<file path="config.mk">
export PLATFORM = sky130hd
export DESIGN_NAME = gcn_layer_sequencer_flat
export DESIGN_NICKNAME = d
export VERILOG_FILES = /design/src/rtl/gcn_layer_sequencer_if.sv /design/src/rtl/gcn_layer_sequencer.sv /design/src/flat_wrapper.sv
export SDC_FILE = /design/constraint.sdc
export NUM_CORES = 1
export LEC_CHECK = 0
export BUFFER_PORTS_ARGS = -buffer_cell sky130_fd_sc_hd__buf_2
export CAP_MARGIN = 30
export CORE_ASPECT_RATIO = 1.75
export CORE_UTILIZATION = 49
export CTS_CLUSTER_DIAMETER = 200
export DETAILED_ROUTE_END_ITERATION = 6
export PLACE_DENSITY = 0.79
export SLEW_MARGIN = 20
export SYNTH_ARGS = -nofsm -noshare
export SYNTH_HDL_FRONTEND = slang
export SYNTH_SLANG_ARGS = --single-unit
</file>
<file path="constraint.sdc">
create_clock -name clk -period 3.82 [get_ports clk]
set_input_delay 0.382 -clock clk [delete_from_list [all_inputs] [get_ports clk]]
set_output_delay 0.382 -clock clk [all_outputs]
set_load 0.03 [all_outputs]
</file>
<file path="src/rtl/gcn_layer_sequencer_if.sv">
// Handshake and data bundle between the GCN layer sequencer and its environment:
// system start/done/busy/error, the transformation block start/done, the
// product-memory row port and the per-node class results.
interface gcn_layer_sequencer_if #(
  parameter int FEATURE_ROWS          = 6,
  parameter int WEIGHT_COLS           = 3,
  parameter int DOT_PROD_WIDTH        = 16,
  parameter int COUNTER_FEATURE_WIDTH = $clog2(FEATURE_ROWS),
  parameter int CLASS_WIDTH           = $clog2(WEIGHT_COLS)
);
  logic                             start;
  logic                             trans_start;
  logic                             done_trans;
  logic [COUNTER_FEATURE_WIDTH-1:0] read_row;
  logic [DOT_PROD_WIDTH-1:0]        fm_wm_row_in [0:WEIGHT_COLS-1];
  logic [CLASS_WIDTH-1:0]           y [0:FEATURE_ROWS-1];
  logic                             done;
  logic                             busy;
  logic                             error;

  // Sequencer side
  modport master (
    input  start, done_trans, fm_wm_row_in,
    output trans_start, read_row, y, done, busy, error
  );

  // Environment side (system controller, transformation block, product memory)
  modport slave (
    output start, done_trans, fm_wm_row_in,
    input  trans_start, read_row, y, done, busy, error
  );
endinterface

</file>
<file path="src/rtl/gcn_layer_sequencer.sv">
// GCN layer pass controller: launches the transformation, then sweeps the product
// memory one row per cycle and stores the argmax class of each row in y.
// Optional TRANS watchdog enabled by defining GCN_SEQ_TIMEOUT_EN.
module gcn_layer_sequencer #(
  parameter int FEATURE_ROWS          = 6,
  parameter int WEIGHT_COLS           = 3,
  parameter int DOT_PROD_WIDTH        = 16,
  parameter int COUNTER_FEATURE_WIDTH = $clog2(FEATURE_ROWS),
  parameter int CLASS_WIDTH           = $clog2(WEIGHT_COLS),
  parameter int TIMEOUT_CYCLES        = 1024
) (
  input  logic                  clk,
  input  logic                  reset,
  gcn_layer_sequencer_if.master bus
);

  typedef enum logic [2:0] {
    S_IDLE,
    S_TRANS,
    S_READ,
`ifdef GCN_SEQ_TIMEOUT_EN
    S_DONE,
    S_ERROR
`else
    S_DONE
`endif
  } state_t;

  localparam logic [COUNTER_FEATURE_WIDTH-1:0] LAST_ROW = COUNTER_FEATURE_WIDTH'(FEATURE_ROWS - 1);

  state_t                           state;
  state_t                           state_nxt;
  logic [COUNTER_FEATURE_WIDTH-1:0] row_cnt;
  logic [CLASS_WIDTH-1:0]           y_q [0:FEATURE_ROWS-1];
  logic [CLASS_WIDTH-1:0]           row_max_idx;
  logic [DOT_PROD_WIDTH-1:0]        row_max_val;

`ifdef GCN_SEQ_TIMEOUT_EN
  localparam int TW = $clog2(TIMEOUT_CYCLES + 1);
  logic [TW-1:0] trans_cnt;
  logic          timeout_hit;

  // Count cycles spent in TRANS; cleared whenever the FSM is elsewhere
  always_ff @(posedge clk) begin
    if (reset || state != S_TRANS) trans_cnt <= '0;
    else                           trans_cnt <= trans_cnt + 1'b1;
  end

  // Last permitted TRANS cycle; a done_trans here still wins over the timeout
  assign timeout_hit = (trans_cnt == TW'(TIMEOUT_CYCLES - 1));
`endif

  // State register
  always_ff @(posedge clk) begin
    if (reset) state <= S_IDLE;
    else       state <= state_nxt;
  end

  // Next-state logic
  always_comb begin
    state_nxt = state;
    case (state)
      S_IDLE:  if (bus.start) state_nxt = S_TRANS;
      S_TRANS: begin
        if (bus.done_trans) state_nxt = S_READ;
`ifdef GCN_SEQ_TIMEOUT_EN
        else if (timeout_hit) state_nxt = S_ERROR;
`endif
      end
      S_READ:  if (row_cnt == LAST_ROW) state_nxt = S_DONE;
      S_DONE:  state_nxt = S_IDLE;
`ifdef GCN_SEQ_TIMEOUT_EN
      S_ERROR: state_nxt = S_ERROR;
`endif
      default: state_nxt = S_IDLE;
    endcase
  end

  // State-decoded outputs
  always_comb begin
    bus.trans_start = (state == S_TRANS);
    bus.done        = (state == S_DONE);
    bus.busy        = (state != S_IDLE);
`ifdef GCN_SEQ_TIMEOUT_EN
    bus.error       = (state == S_ERROR);
`else
    bus.error       = 1'b0;
`endif
  end

  // Argmax over the current row: strict greater-than keeps the lowest index on ties
  always_comb begin
    row_max_idx = '0;
    row_max_val = bus.fm_wm_row_in[0];
    for (int c = 1; c < WEIGHT_COLS; c++) begin
      if (bus.fm_wm_row_in[c] > row_max_val) begin
        row_max_val = bus.fm_wm_row_in[c];
        row_max_idx = CLASS_WIDTH'(c);
      end
    end
  end

  // Row sweep and result storage; row counter sits at 0 outside READ so it doubles as read_row
  always_ff @(posedge clk) begin
    if (reset) begin
      row_cnt <= '0;
      for (int i = 0; i < FEATURE_ROWS; i++) y_q[i] <= '0;
    end else if (state == S_READ) begin
      y_q[row_cnt] <= row_max_idx;
      row_cnt      <= (row_cnt == LAST_ROW) ? '0 : row_cnt + 1'b1;
    end else begin
      row_cnt <= '0;
    end
  end

  assign bus.read_row = row_cnt;
  assign bus.y        = y_q;

endmodule

</file>
<file path="src/flat_wrapper.sv">
// flat-port wrapper written by rule: the top's interface ports become plain ports
module gcn_layer_sequencer_flat 
#(
  parameter int FEATURE_ROWS          = 6,
  parameter int WEIGHT_COLS           = 3,
  parameter int DOT_PROD_WIDTH        = 16,
  parameter int COUNTER_FEATURE_WIDTH = $clog2(FEATURE_ROWS),
  parameter int CLASS_WIDTH           = $clog2(WEIGHT_COLS),
  parameter int TIMEOUT_CYCLES        = 1024
)
  (clk, reset, bus_start, bus_done_trans, bus_fm_wm_row_in, bus_trans_start, bus_read_row, bus_y, bus_done, bus_busy, bus_error);
  gcn_layer_sequencer_if #(.FEATURE_ROWS(FEATURE_ROWS), .WEIGHT_COLS(WEIGHT_COLS), .DOT_PROD_WIDTH(DOT_PROD_WIDTH), .COUNTER_FEATURE_WIDTH(COUNTER_FEATURE_WIDTH), .CLASS_WIDTH(CLASS_WIDTH)) bus_i ();
  input  logic clk;
  input  logic reset;
  input wire logic [$bits(bus_i.start)-1:0] bus_start;
  input wire logic [$bits(bus_i.done_trans)-1:0] bus_done_trans;
  input wire logic [$bits(bus_i.fm_wm_row_in)-1:0] bus_fm_wm_row_in;
  output wire logic [$bits(bus_i.trans_start)-1:0] bus_trans_start;
  output wire logic [$bits(bus_i.read_row)-1:0] bus_read_row;
  output wire logic [$bits(bus_i.y)-1:0] bus_y;
  output wire logic [$bits(bus_i.done)-1:0] bus_done;
  output wire logic [$bits(bus_i.busy)-1:0] bus_busy;
  output wire logic [$bits(bus_i.error)-1:0] bus_error;
  assign bus_i.start = bus_start;
  assign bus_i.done_trans = bus_done_trans;
  assign bus_i.fm_wm_row_in = {>>{bus_fm_wm_row_in}};
  assign bus_trans_start = bus_i.trans_start;
  assign bus_read_row = bus_i.read_row;
  assign bus_y = {>>{bus_i.y}};
  assign bus_done = bus_i.done;
  assign bus_busy = bus_i.busy;
  assign bus_error = bus_i.error;
  gcn_layer_sequencer #(.FEATURE_ROWS(FEATURE_ROWS), .WEIGHT_COLS(WEIGHT_COLS), .DOT_PROD_WIDTH(DOT_PROD_WIDTH), .COUNTER_FEATURE_WIDTH(COUNTER_FEATURE_WIDTH), .CLASS_WIDTH(CLASS_WIDTH), .TIMEOUT_CYCLES(TIMEOUT_CYCLES)) u_core (.clk(clk), .reset(reset), .bus(bus_i));
endmodule
</file>
==> results.cfg, run 1 <==
[sta]
timing.final.hold_violations = 0
finClkSkew_ns = 0.000790
min_period_ns = 3.60
rsz0062_at_grt = no
period_share_pct = 94.3
setup_viol_count_final = 0
worst_pin_slew_ns = 0.586
tns_ns = 0
max_clock_freq_mhz = 277
drv_slew = 0
relSlewSlack_pct = 60.6

[setup_path]
arrival_ns = 3.75
required_ns = 3.97
worstPathMaxFanout = 12
max_stage_delay_ns = 0.46
cp-start-kind = input pin
critPathTopFamily = compound AO/OA/AOI/OAI gates
cpMostUsedCell = ha_1
critPathCaptureType = register
crit_buf_inv = 4
path_cells = buf_2, inv_1, ha_1, nand4_1, nor4_2, a21boi_0, o31a_2, buf_4, mux2i_1, ha_1, a41o_1, a21oi_1, nor4_1, o31ai_4, buf_12, a41o_2
critPathKind = input pin to register
cp_slowest_cell = nor4_1

[synth]
synth.area.top_cells = ha_1 27%, dfxtp_1 20%, mux2i_1 9.2%
synth-seq-cells = 17
synth-seq-area-share_pct = 19.7
yosys.area.top_type = ha_1
syn-num-nets = 291
synth_top_area_share_pct = 27.5
ys_warn_count = 0
syn_inst = 201
ys_types = 36
syn_avg_cell_area_um2 = 8.62
syn-cell-area_um2 = 1730

[pwr]
vdd_ir_drop_max_mv = 0.240
p_per_area_nw_per_um2 = 315
power.total_w = 0.000688
seq_power_share_pct = 30.4
pwr-share-comb_pct = 49.9
switchingPower_w = 0.000278
swShare_pct = 40.3
clkPwrFrac_pct = 19.7
internal_power_w = 0.000411
power.leakage_nw = 1.21

[clock_tree]
cts_root_buffer = clkbuf_8
cts_max_path_buffers = 2
numCtsBuffers = 3
postCtsSetupRepairBufs = 0
clock_latency_ns = 0.25
cts_sinks = 17
clkTransAtPathRegs_ns = 0.07
h-tree-depth = 1
cts_tree = done

[outcome]
status = completed

[placed_design]
dp_hpwl_um = 3470
gp_congestion = 0.814
port_buffers = 69
dpl_cell_area_um2 = 2130

[worst_hold_path]
min_path_type = input pin to register

[layout]
final_nets = 363
drive_gt1_share_pct = 32.0
n_antenna_cell = 0
fin_area_um2 = 2190
area_growth_pct = 26.2
fin_util_pct = 65.0

[die]
io_pins = 71
dieArea_um2 = 3790
fp.dieH_um = 80.6
start_util_pct = 51.5
coreArea_um2 = 3360
num_rows = 28
die_w_um = 46.9

[route]
route.detailed.drc = 0
routedWlPerCell_um = 12.8
vias = 1731
viasPerCell = 5.46
drt_iter0_markers = 22
totalWireLength_um = 4040
firstDrtPassIters = 4
ant_nets = 0

[grt]
grtUsageTotal_pct = 22.7
grt_pass1_vias = 1608
grt_pass1_wl_um = 6350
grt_overflow_total = 0
grt_start_max_net_pins = 17
antenna_found_initial = 0

[job]
maxCapViolCount = 0
==> cells in the final DEF, fill, tap and decap left out, types with 2 or more instances in the layout <==
| cell | synthesis | routed |
|---|---|---|
| a31o_2 | 2 | 2 |
| and3_1 | 2 | 2 |
| inv_1 | 22 | 22 |
| mux2i_1 | 16 | 16 |
| o31ai_1 | 2 | 2 |
| nor3b_1 | 5 | 5 |
| buf_4 | 1 | 3 |
| dfxtp_1 | 17 | 17 |
| o21ai_0 | 3 | 3 |
| a21oi_1 | 9 | 9 |
| nor4_2 | 0 | 2 |
| buf_2 | 0 | 69 |
| a21boi_0 | 2 | 2 |
| nand4_1 | 7 | 7 |
| nor2_1 | 11 | 11 |
| clkbuf_8 | 0 | 3 |
| nor2b_1 | 5 | 5 |
| a21o_1 | 4 | 4 |
| o22ai_1 | 4 | 4 |
| a41o_1 | 3 | 3 |
| ha_1 | 38 | 38 |
| nand3_1 | 5 | 5 |
| nor3_1 | 5 | 5 |
| and2_1 | 3 | 3 |
| nand2_1 | 16 | 16 |
==> cell type report <==
cell class              instances  area, µm²
inverters                      22       82.6
clock buffers                   3       41.3
clock inverters                 1       5.00
well taps                      45       56.3
multi-input cells             156       1270
fillers                       329       1180
flip-flops and latches         17        340
repair buffers                 73        388
==> registers in the layout, summed over array words and instances (netlist names) <==
register and count:
u_core.bus.read_row 3, u_core.state 2, u_core.bus.y 12
==> per-stage QoR <==
stage | cells | hold WS (ns) | setup WS (ns)
finish | 317 | 0.448 | 0.216
global placement | 313 | 0.455 | -0.0408
global route | 317 | 0.480 | 0.0227
CTS | 317 | 0.454 | 0.129
detailed placement | 313 | 0.458 | -0.135
floorplan | 201 | 0.508 | 0.335
==> final timing paths <==
| kind | start | end | slack, ns | depth (start not counted) |
|---|---|---|---|---|
| worst max-delay path | bus_fm_wm_row_in[46] | u_core.bus.y[2] | 0.22 | 16 |
| worst min-delay path | reset | u_core.state[1] | 0.45 | 2 |
| worst max register to register | u_core.state[0] | u_core.bus.y[10] | 1.98 | 6 |
| worst min register to register | u_core.bus.y[5] | u_core.bus.y[5] | 0.46 | 2 |
==> cells in the mapped netlist (all sizes together) <==
master  number
a21o         4
nand2       16
o31ai        3
o22ai        4
and3         2
ha          38
inv         22
a32o         1
o31a         1
conb         1
nor3b        5
xnor2        1
nand3        5
a21boi       3
nor3         5
and2         3
nor2        11
mux2i       16
nor4         3
mux2         1
a2111o       1
a31o         2
nand4        7
buf          4
a221o        1
a41o         4
o21ai        3
nor2b        5
clkbuf       2
a21oi       10
dfxtp       17
==> power by group through the flow <==
stage | Sequential, W | Clock, W | Combinational (W)
floorplan | 0.000222 | 0 | 0.000236
global placement | 0.000213 | 0 | 0.000335
detailed placement | 0.000214 | 0 | 0.000341
CTS | 0.000210 | 0.000136 | 0.000343
global route | 0.000213 | 0.000145 | 0.000384
finish | 0.000210 | 0.000136 | 0.000343
==> what timing repair did <==
item | in CTS | in global routing
endpoints found under the setup margin | 0 | 7
hold buffers | 0 | 0
gates resized for setup | 0 | 2
hold endpoints to repair | 0 | 0
==> routing by layer <==
layer  part of all wire [%]  global-route usage, %  routed length (µm)  up-vias
li1                       -                      -                   -      870
met1                     36                   22.0                1440      787
met2                     58                   43.2                2350       61
met3                    3.5                   1.80                 142       13
met4                    2.7                   12.0                 108        0
met5                      0                      0                   0        -
==> kinds of logic (layout without fill, tap and decap cells) <==
logic type                 Yosys count  in the layout  synth area share (%)
xor gates and xnor gates             1              1                 0.506
muxes                               17             17                  9.90
AOI/OAI and AO/OA                   37             37                  16.5
DFF                                 17             17                  19.7
and+or+nand+nor                     62             62                  18.1
other                                1              1                 0.217
adders and majority gates           38             38                  27.5
buffers and inverters               28             99                  7.59
Note: power is estimated with default switching activity, not from simulation.
==> run 2: changes to the inputs <==
PLACE_DENSITY = 0.92   (was 0.79)
==> run 2 against run 1 <==
  * Core utilization down 0.41 points
  * Worst setup slack better by 0.018 ns
  * Largest power group unchanged
  * Hold slack worse by 0.0011 ns
  * Clock power down 4%
  * Clock-buffer cell count up 1
  * First-iteration DRC count down 4.5%
  * Global-route usage down 0.32 points
  * Power about the same
==> results.cfg, run 2 (same netlist as run 1, synthesis figures left out) <==
[layout]
fin_util_pct = 64.6
n_antenna_cell = 0
seqCellArea_um2 = 340
drive_gt1_share_pct = 30.9
fin_area_um2 = 2170
final_common_cell = buf_2
final_nets = 363
stdcell_count = 317
final_cell_mix = 69 x buf_2, 38 x ha_1, 22 x inv_1
fill_cells = 289
largest_register_ffs = 12
area_growth_pct = 25.4
multi_input_area_um2 = 1260

[clock_tree]
cts_max_path_buffers = 2
clkTransAtPathRegs_ns = 0.06
holdBufCountCts = 0
cts_root_buffer = clkbuf_8
clock_latency_ns = 0.25
cts_sinks = 17
numCtsBuffers = 3
postCtsSetupRepairBufs = 0
cts_tree = done
cts_resized = 0
h-tree-depth = 1

[setup_path]
critPathTopFamily = compound AO/OA/AOI/OAI gates
required_ns = 3.96
path_cells = buf_2, inv_1, ha_1, nand4_1, nor4_1, a21boi_0, o31a_2, buf_4, mux2i_1, ha_1, nand4_1, nor4_1, a21boi_2, o31ai_4, buf_12, a41o_2
arrival_ns = 3.73
critPathCaptureType = register
critPathKind = input pin to register
max_stage_delay_ns = 0.39
cp_slowest_cell = nor4_1
worstPathMaxFanout = 12
cp-start-kind = input pin
crit_buf_inv = 4

[placed_design]
gp_congestion = 0.878
dp_hpwl_um = 3660
dpl_cell_area_um2 = 2130
post-place-ws_ns = 0.0476
port_buffers = 69
dp.cells = 313

[sta]
max_clock_freq_mhz = 279
setup_viol_count_final = 0
min_period_ns = 3.59
timing.final.hold_violations = 0
finClkSkew_ns = 0.00394
rsz0062_at_grt = no
fin_ws_ns = 0.234
period_share_pct = 93.9
drv_slew = 0
tns_ns = 0

[job]
maxCapViolCount = 0

[pwr]
seq_power_share_pct = 30.6
vdd_ir_drop_max_mv = 0.203
pwr-share-comb_pct = 50.3
p_per_area_nw_per_um2 = 317
power.leakage_nw = 1.21
clkPwrFrac_pct = 19.1
switchingPower_w = 0.000275
swShare_pct = 39.9
internal_power_w = 0.000413

[route]
totalWireLength_um = 4140
firstDrtPassIters = 4
drt_iter0_markers = 21
viasPerCell = 5.49
routedWlPerCell_um = 13.1
vias = 1739
ant_nets = 0
route.detailed.drc = 0

[grt]
grt_pass1_vias = 1686
antenna_found_initial = 0
grt_start_max_net_pins = 17
grtUsageTotal_pct = 22.4
grt_pass1_wl_um = 6210
grt_overflow_total = 0

[outcome]
status = completed

[die]
fp.dieH_um = 80.6
die_w_um = 46.9
coreArea_um2 = 3360
num_rows = 28
dieArea_um2 = 3790
io_pins = 71
start_util_pct = 51.5

[worst_hold_path]
min_path_type = input pin to register
[run 2: cell count changes in the layout (fill, tap and decap cells not counted), sizes merged]
cell,change
clkbuf,+1
clkinv,-1
[run 2: worst paths after layout]
path | from | end | slack [ns] | cells past startpoint
worst max-delay path | bus_fm_wm_row_in[46] | u_core.bus.y[2] | 0.23 | 16
worst min-delay path | reset | u_core.state[1] | 0.45 | 2
worst max register to register | u_core.state[0] | u_core.bus.y[10] | 2.05 | 6
worst min register to register | u_core.bus.y[5] | u_core.bus.y[5] | 0.46 | 2
[run 2: per-layer routing]
| metal | GRT usage [%] | share of wire (%) |
|---|---|---|
| met1 | 17.4 | 33 |
| met2 | 45.4 | 58 |
| met3 | 3.37 | 4.0 |
| met4 | 13.1 | 4.5 |
| met5 | 0 | 0 |
[run 2: power groups by stage]
stage               Clock [W]  Sequential, W  Combinational [W]
floorplan                   0       0.000222           0.000236
global placement            0       0.000213           0.000330
detailed placement          0       0.000214           0.000347
CTS                  0.000135       0.000210           0.000349
global route         0.000142       0.000212           0.000387
finish               0.000131       0.000210           0.000346
[run 2: final cells by class]
| type | count | share of cell area (%) |
|---|---|---|
| multi-input cells | 156 | 58.0 |
| repair buffers | 73 | 17.9 |
| flip-flops and latches | 17 | 15.7 |
| inverters | 22 | 3.80 |
| well taps | 45 | 2.59 |
| clock buffers | 4 | 2.07 |
[run 2: per-stage QoR]
stage	hold WS, ns	power (W)
after global placement	0.457	0.000543
after global routing	0.473	0.000740
after floorplan	0.508	0.000457
after CTS	0.444	0.000694
final	0.446	0.000688
after detailed placement	0.454	0.000561
